[src/rtl/bit_entry_frontend_if.sv]
// Button/bit-stream bundle for bit_entry_frontend.
// The master side drives the raw buttons; the slave side (the frontend) drives the bit stream.
interface bit_entry_frontend_if;
  logic       btn0_n;
  logic       btn1_n;
  logic       sig_to_test;
  logic       ena;
  logic       err;
  logic [7:0] history;
  logic [7:0] bit_count;

  modport master (
    output btn0_n, btn1_n,
    input  sig_to_test, ena, err, history, bit_count
  );

  modport slave (
    input  btn0_n, btn1_n,
    output sig_to_test, ena, err, history, bit_count
  );
endinterface

[src/rtl/bit_entry_frontend.sv]
// Two-button bit entry stage: synchronizes and debounces the "0" and "1" buttons,
// then emits one ena strobe per accepted press along with the entered bit.
// It also keeps an 8-bit history of entries and counts them.
module bit_entry_frontend #(
  parameter int SYNC_STAGES     = 2,
  parameter int DEBOUNCE_CYCLES = 500000,
  parameter int CNT_W           = 20
) (
  input logic                  clk,
  input logic                  rst,
  bit_entry_frontend_if.slave  bus
);

  localparam logic [CNT_W-1:0] CNT_LAST = CNT_W'(DEBOUNCE_CYCLES - 1);

  typedef enum logic [1:0] {IDLE, EMIT, WAIT_REL} state_t;

  logic [1:0] raw;
  logic [1:0] stable;
  logic [1:0] press;

  assign raw = {bus.btn1_n, bus.btn0_n};

  for (genvar g = 0; g < 2; g++) begin : g_btn
    logic [SYNC_STAGES-1:0] sync_q;
    logic [CNT_W-1:0]       cnt;
    logic                   stable_q;
    logic                   press_q;
    logic                   s;

    assign s         = sync_q[SYNC_STAGES-1];
    assign stable[g] = stable_q;
    assign press[g]  = press_q;

    // Shift the raw active-low button through the synchronizer; reset reads as released.
    always_ff @(posedge clk or negedge rst) begin
      if (!rst) begin
        sync_q <= '1;
      end else begin
        sync_q <= {sync_q[SYNC_STAGES-2:0], raw[g]};
      end
    end

    // Accept a new level only after it differs from the stable level for DEBOUNCE_CYCLES
    // cycles in a row; the stable level starts as pressed so a held button cannot enter a bit.
    always_ff @(posedge clk or negedge rst) begin
      if (!rst) begin
        cnt      <= '0;
        stable_q <= 1'b0;
        press_q  <= 1'b0;
      end else begin
        press_q <= 1'b0;
        if (s == stable_q) begin
          cnt <= '0;
        end else if (cnt == CNT_LAST) begin
          cnt      <= '0;
          stable_q <= s;
          press_q  <= ~s;
        end else begin
          cnt <= cnt + 1'b1;
        end
      end
    end
  end

  state_t     state;
  logic       sig_q;
  logic       ena_q;
  logic       err_q;
  logic [7:0] history_q;
  logic [7:0] bit_count_q;

  // Entry sequencer: one press becomes one ena strobe, then wait for both buttons released.
  always_ff @(posedge clk or negedge rst) begin
    if (!rst) begin
      state       <= WAIT_REL;
      sig_q       <= 1'b0;
      ena_q       <= 1'b0;
      err_q       <= 1'b0;
      history_q   <= 8'h00;
      bit_count_q <= 8'h00;
    end else begin
      ena_q <= 1'b0;
      err_q <= 1'b0;
      case (state)
        IDLE: begin
          if (press[0] && press[1]) begin
            err_q <= 1'b1;
            state <= WAIT_REL;
          end else if (press[0]) begin
            sig_q <= 1'b0;
            state <= EMIT;
          end else if (press[1]) begin
            sig_q <= 1'b1;
            state <= EMIT;
          end
        end
        EMIT: begin
          ena_q       <= 1'b1;
          history_q   <= {history_q[6:0], sig_q};
          bit_count_q <= bit_count_q + 8'd1;
          state       <= WAIT_REL;
        end
        WAIT_REL: begin
          if (&stable) begin
            state <= IDLE;
          end
        end
        default: state <= WAIT_REL;
      endcase
    end
  end

  assign bus.sig_to_test = sig_q;
  assign bus.ena         = ena_q;
  assign bus.err         = err_q;
  assign bus.history     = history_q;
  assign bus.bit_count   = bit_count_q;

endmodule

[src/flat_wrapper.sv]
// flat-port wrapper written by rule: the top's interface ports become plain ports
module bit_entry_frontend_flat 
#(
  parameter int SYNC_STAGES     = 2,
  parameter int DEBOUNCE_CYCLES = 500000,
  parameter int CNT_W           = 20
)
  (clk, rst, bus_btn0_n, bus_btn1_n, bus_sig_to_test, bus_ena, bus_err, bus_history, bus_bit_count);
  bit_entry_frontend_if bus_i ();
  input logic clk;
  input logic rst;
  input wire logic [$bits(bus_i.btn0_n)-1:0] bus_btn0_n;
  input wire logic [$bits(bus_i.btn1_n)-1:0] bus_btn1_n;
  output wire logic [$bits(bus_i.sig_to_test)-1:0] bus_sig_to_test;
  output wire logic [$bits(bus_i.ena)-1:0] bus_ena;
  output wire logic [$bits(bus_i.err)-1:0] bus_err;
  output wire logic [$bits(bus_i.history)-1:0] bus_history;
  output wire logic [$bits(bus_i.bit_count)-1:0] bus_bit_count;
  assign bus_i.btn0_n = bus_btn0_n;
  assign bus_i.btn1_n = bus_btn1_n;
  assign bus_sig_to_test = bus_i.sig_to_test;
  assign bus_ena = bus_i.ena;
  assign bus_err = bus_i.err;
  assign bus_history = bus_i.history;
  assign bus_bit_count = bus_i.bit_count;
  bit_entry_frontend #(.SYNC_STAGES(SYNC_STAGES), .DEBOUNCE_CYCLES(DEBOUNCE_CYCLES), .CNT_W(CNT_W)) u_core (.clk(clk), .rst(rst), .bus(bus_i));
endmodule
[config.mk]
export PLATFORM = sky130hd
export DESIGN_NAME = bit_entry_frontend_flat
export DESIGN_NICKNAME = d
export VERILOG_FILES = /design/src/rtl/bit_entry_frontend_if.sv /design/src/rtl/bit_entry_frontend.sv /design/src/flat_wrapper.sv
export SDC_FILE = /design/constraint.sdc
export NUM_CORES = 1
export LEC_CHECK = 0
export CAP_MARGIN = 25
export CORE_MARGIN = 1.5
export CORE_UTILIZATION = 50
export CTS_CLUSTER_SIZE = 10
export DETAILED_ROUTE_END_ITERATION = 16
export PLACE_DENSITY = 0.72
export SLEW_MARGIN = 10
export SYNTH_ARGS = -nofsm -noshare
export SYNTH_HDL_FRONTEND = slang
export SYNTH_SLANG_ARGS = --single-unit
export TNS_END_PERCENT = 5
[constraint.sdc]
create_clock -name clk -period 1.85 [get_ports clk]
set_clock_uncertainty 0.1 [all_clocks]
set_input_delay 0.2775 -clock clk [delete_from_list [all_inputs] [get_ports clk]]
set_output_delay 0.2775 -clock clk [all_outputs]
set_load 0.03 [all_outputs]
==> results.cfg <==
[run_status]
run_status = complete, but fails checks
failing_checks = negative setup slack

[critical_path]
critical_path_arrival_ps = 2040
critical_path_peak_fanout = 5
worstSetupPathType = reg -> reg
critical_path.startpoint_type = register
worstReg2RegStart = u_core.g_btn[1].cnt[0]$_DFF_PN0_
worstSetupEndpointType = register
path_cells = ha_4 > nand4_4 > or4_4 > or3_1 > a21oi_2
critPathRequiredTime_ps = 2020
slowest_cell_on_the_critical_path = or4_4
r2r_setup_slack_ps = -10
depth_of_the_worst_register_to_register_path = 5
cpPeakStageDelay_ps = 500
regToRegEndpoint = u_core.g_btn[1].cnt[18]$_DFF_PN0_

[hold_path]
holdCritPathClass = in -> reg
whs_path_depth = 1
min_to = u_core.g_btn[0].sync_q[0]$_DFF_PN1_
start_point_of_the_worst_min_delay_path = bus_btn0_n

[detailed_routing]
detail_route.drc_violations = 0
average_wire_length_per_cell_after_detail_routing_um = 13.5
drt.antenna.violating_nets = 0
totalWireLength_mm = 5.67
drtPass1Iterations = 4
first_iter_violations = 94
drt-vias-per-instance = 5.34
detailroute.via_count = 2250

[timing]
timing.final.crit_share_pct = 101
grt_setup_unrepaired = yes
finalHoldWorstSlack_ps = 247
timing.final.setup_violations = 1
hold_viol_final = 0
max_freq_mhz = 537
final_max_slew_viols = 0
final.min_clock_period_ps = 1860
setup_ws_ps = -13.4
setup-tns-final_ps = -13.4
tightest_slew_ps = 495
worst_max_slew_margin_expressed_relative_to_the_limit_pct = 67.0

[cells_and_area]
final_layout_size_suffix_gt1_share_pct = 22.3
n_antenna_cell = 0
fillCellCount = 471
fin_cells = 421
finish.utilization_pct = 65.0
final_net_count = 350
area_growth_pct = 24.7

[floorplanning]
io-pin-count = 23
fp.coreArea_um2 = 5990
floorplan.initialDensity_pct = 52.2
die-area_um2 = 6730
placementRows = 28
die_h_um = 82.1
die_width_um = 82.1

[synthesis]
synth_nets = 295
largest_cells_by_area_after_synthesis = dfrtp_1, xnor2_1, xor2_1
ys_dominant_reg_cell = dfrtp_1
synth_most_common_cell = dfrtp_1
post_synthesis_register_bit_count = 69
ys_warn_count = 0
number_of_enable_type_register_cells_in_the_synthesized_netlist = 0
post-synth-top-area-cell = dfrtp_1
async_reset_ff_share_pct = 100
post_synth.cell_area_avg_um2 = 10.9
synth_top_area_share_pct = 51.2
post_synth_most_frequent_cells = dfrtp_1, nor2_1, xnor2_1
post_synth_inst_count = 286
synth_cell_type_count = 32
synth-seq-area-share_pct = 55.4
total_standard_cell_area_after_synthesis_um2 = 3130

[clock_tree]
clock_tree.root_cell = clkbuf_8
clock_insertion_delay_worst_skew_ps = 340
cts_buffer_depth = 2
clk_transition_reported_paths_ps = 80
cts.htree.levels = 3
cts-buffers-inserted = 9
tritoncts = built
cts_num_sinks = 69

[pwr]
leakage_power_total_nw = 1.79
fin_total_pwr_mw = 2.67
vdd.ir_drop.worst_uv = 395
pwrdens_nw_per_um2 = 685

[job]
drv.max_cap_violation_count = 0

[global_route]
grt.met2_usage_pct = 26.3
busiest_layer = met1
grt_overflow_total = 0
via_count_of_the_first_global_routing_pass = 2047
grt_first_pass_wirelength_mm = 9.36
pin_count_of_the_biggest_net_entering_global_routing = 29
grt_antenna_before_repair = 0
all_layer_global_routing_usage_pct = 18.5
gr-usage-met3_pct = 3.78
groute.layer.met1.usage_pct = 26.3

[placed_design]
number_of_instances_in_the_placed_design = 399
dpl.hpwl_mm = 3.90
port-buffer-count = 22
place.gp.congestion = 0.853
cells in the final DEF (no fill, tap or decap), types with 9 or more instances in the layout:
cell type | netlist | layout
xor2_1 | 17 | 17
xnor2_1 | 20 | 20
buf_4 | 1 | 26
nand4_1 | 11 | 11
clkdlybuf4s50_1 | 0 | 16
clkbuf_8 | 0 | 9
nand2_1 | 15 | 14
inv_1 | 10 | 10
dfrtp_1 | 64 | 63
mux2_2 | 11 | 11
nor2_1 | 39 | 39
nand3_1 | 18 | 16
flip-flops by register name (all words and copies together), names as in the netlist:
| register | flops |
|---|---|
| u_core.g_btn.cnt | 40 |
| u_core.bus.bit_count | 8 |
| u_core.bus.history | 8 |
| u_core.g_btn.sync_q | 4 |
| u_core.g_btn.press_q | 2 |
| u_core.g_btn.stable_q | 2 |
| u_core.state | 2 |
| u_core.bus.ena | 1 |
| u_core.bus.err | 1 |
| u_core.bus.sig_to_test | 1 |
layer usage:
| layer | up-vias | share of wire, % |
|---|---|---|
| li1 | 1110 | - |
| met1 | 1073 | 51 |
| met2 | 55 | 43 |
| met3 | 12 | 3.9 |
| met4 | 0 | 2.3 |
| met5 | - | 0 |
report_power, final:
part,internal (mW),leakage [nW],total [mW],switching [mW]
clock,0.477,0.0829,1.01,0.537
sequential,1.53,0.940,1.54,0.0150
combinational,0.0490,0.764,0.112,0.0632
metrics by stage:
stage / setup slack [ps] / instance area [um2]
after floorplan: 13.4 / 3140
after global placement: 26.5 / 3620
after detailed placement: -16.3 / 3620
after CTS: 7.73 / 3820
after global routing: -55.6 / 3900
final: -13.4 / 3900
critical path, delay by kind of cell, from the launching register on:
family	cells	cell delay, ps
fa+ha+maj	1	170
flops	1	410
compound gates	1	140
simple gates	3	970
cells by family after synthesis:
kind of cell,synth area share [%]
AO/OA/AOI/OAI,3.80
XOR/XNOR,10.4
adder cells (fa/ha/maj),2.00
buffers and inverters,2.48
flip-flops,55.4
multiplexers,3.96
AND/OR/NAND/NOR,21.9
worst max path at each step:
stage,start,endpoint,cells after the start
floorplan,u_core.g_btn[1].cnt[0]$_DFF_PN0_,u_core.g_btn[1].cnt[14]$_DFF_PN0_,7
finish,u_core.g_btn[1].cnt[0]$_DFF_PN0_,u_core.g_btn[1].cnt[18]$_DFF_PN0_,5
detailed placement,u_core.g_btn[1].cnt[0]$_DFF_PN0_,u_core.g_btn[1].cnt[18]$_DFF_PN0_,5
global placement,u_core.g_btn[1].cnt[0]$_DFF_PN0_,u_core.g_btn[1].cnt[18]$_DFF_PN0_,5
CTS,u_core.g_btn[1].cnt[0]$_DFF_PN0_,u_core.g_btn[1].cnt[18]$_DFF_PN0_,5
global route,u_core.g_btn[1].cnt[1]$_DFF_PN0_,u_core.g_btn[1].cnt[18]$_DFF_PN0_,5
cell type report:
type,instances,area [um2],area share (%)
Sequential cell,69,1730,44.5
Clock buffer,11,131,3.37
Timing Repair Buffer,52,493,12.7
Multi-Input combinational cell,199,1380,35.4
Clock inverter,5,27.5,0.706
Tap cell,75,93.8,2.41
Inverter,10,37.5,0.963
timing repair:
item	CTS	global route
setup endpoints to repair	1	46
resized for setup	0	19
setup buffers	3	2
hold buffers	1	0
hold endpoints to repair	18	0
pin swaps	1	1
No activity file was read; power rests on OpenSTA's default activity.
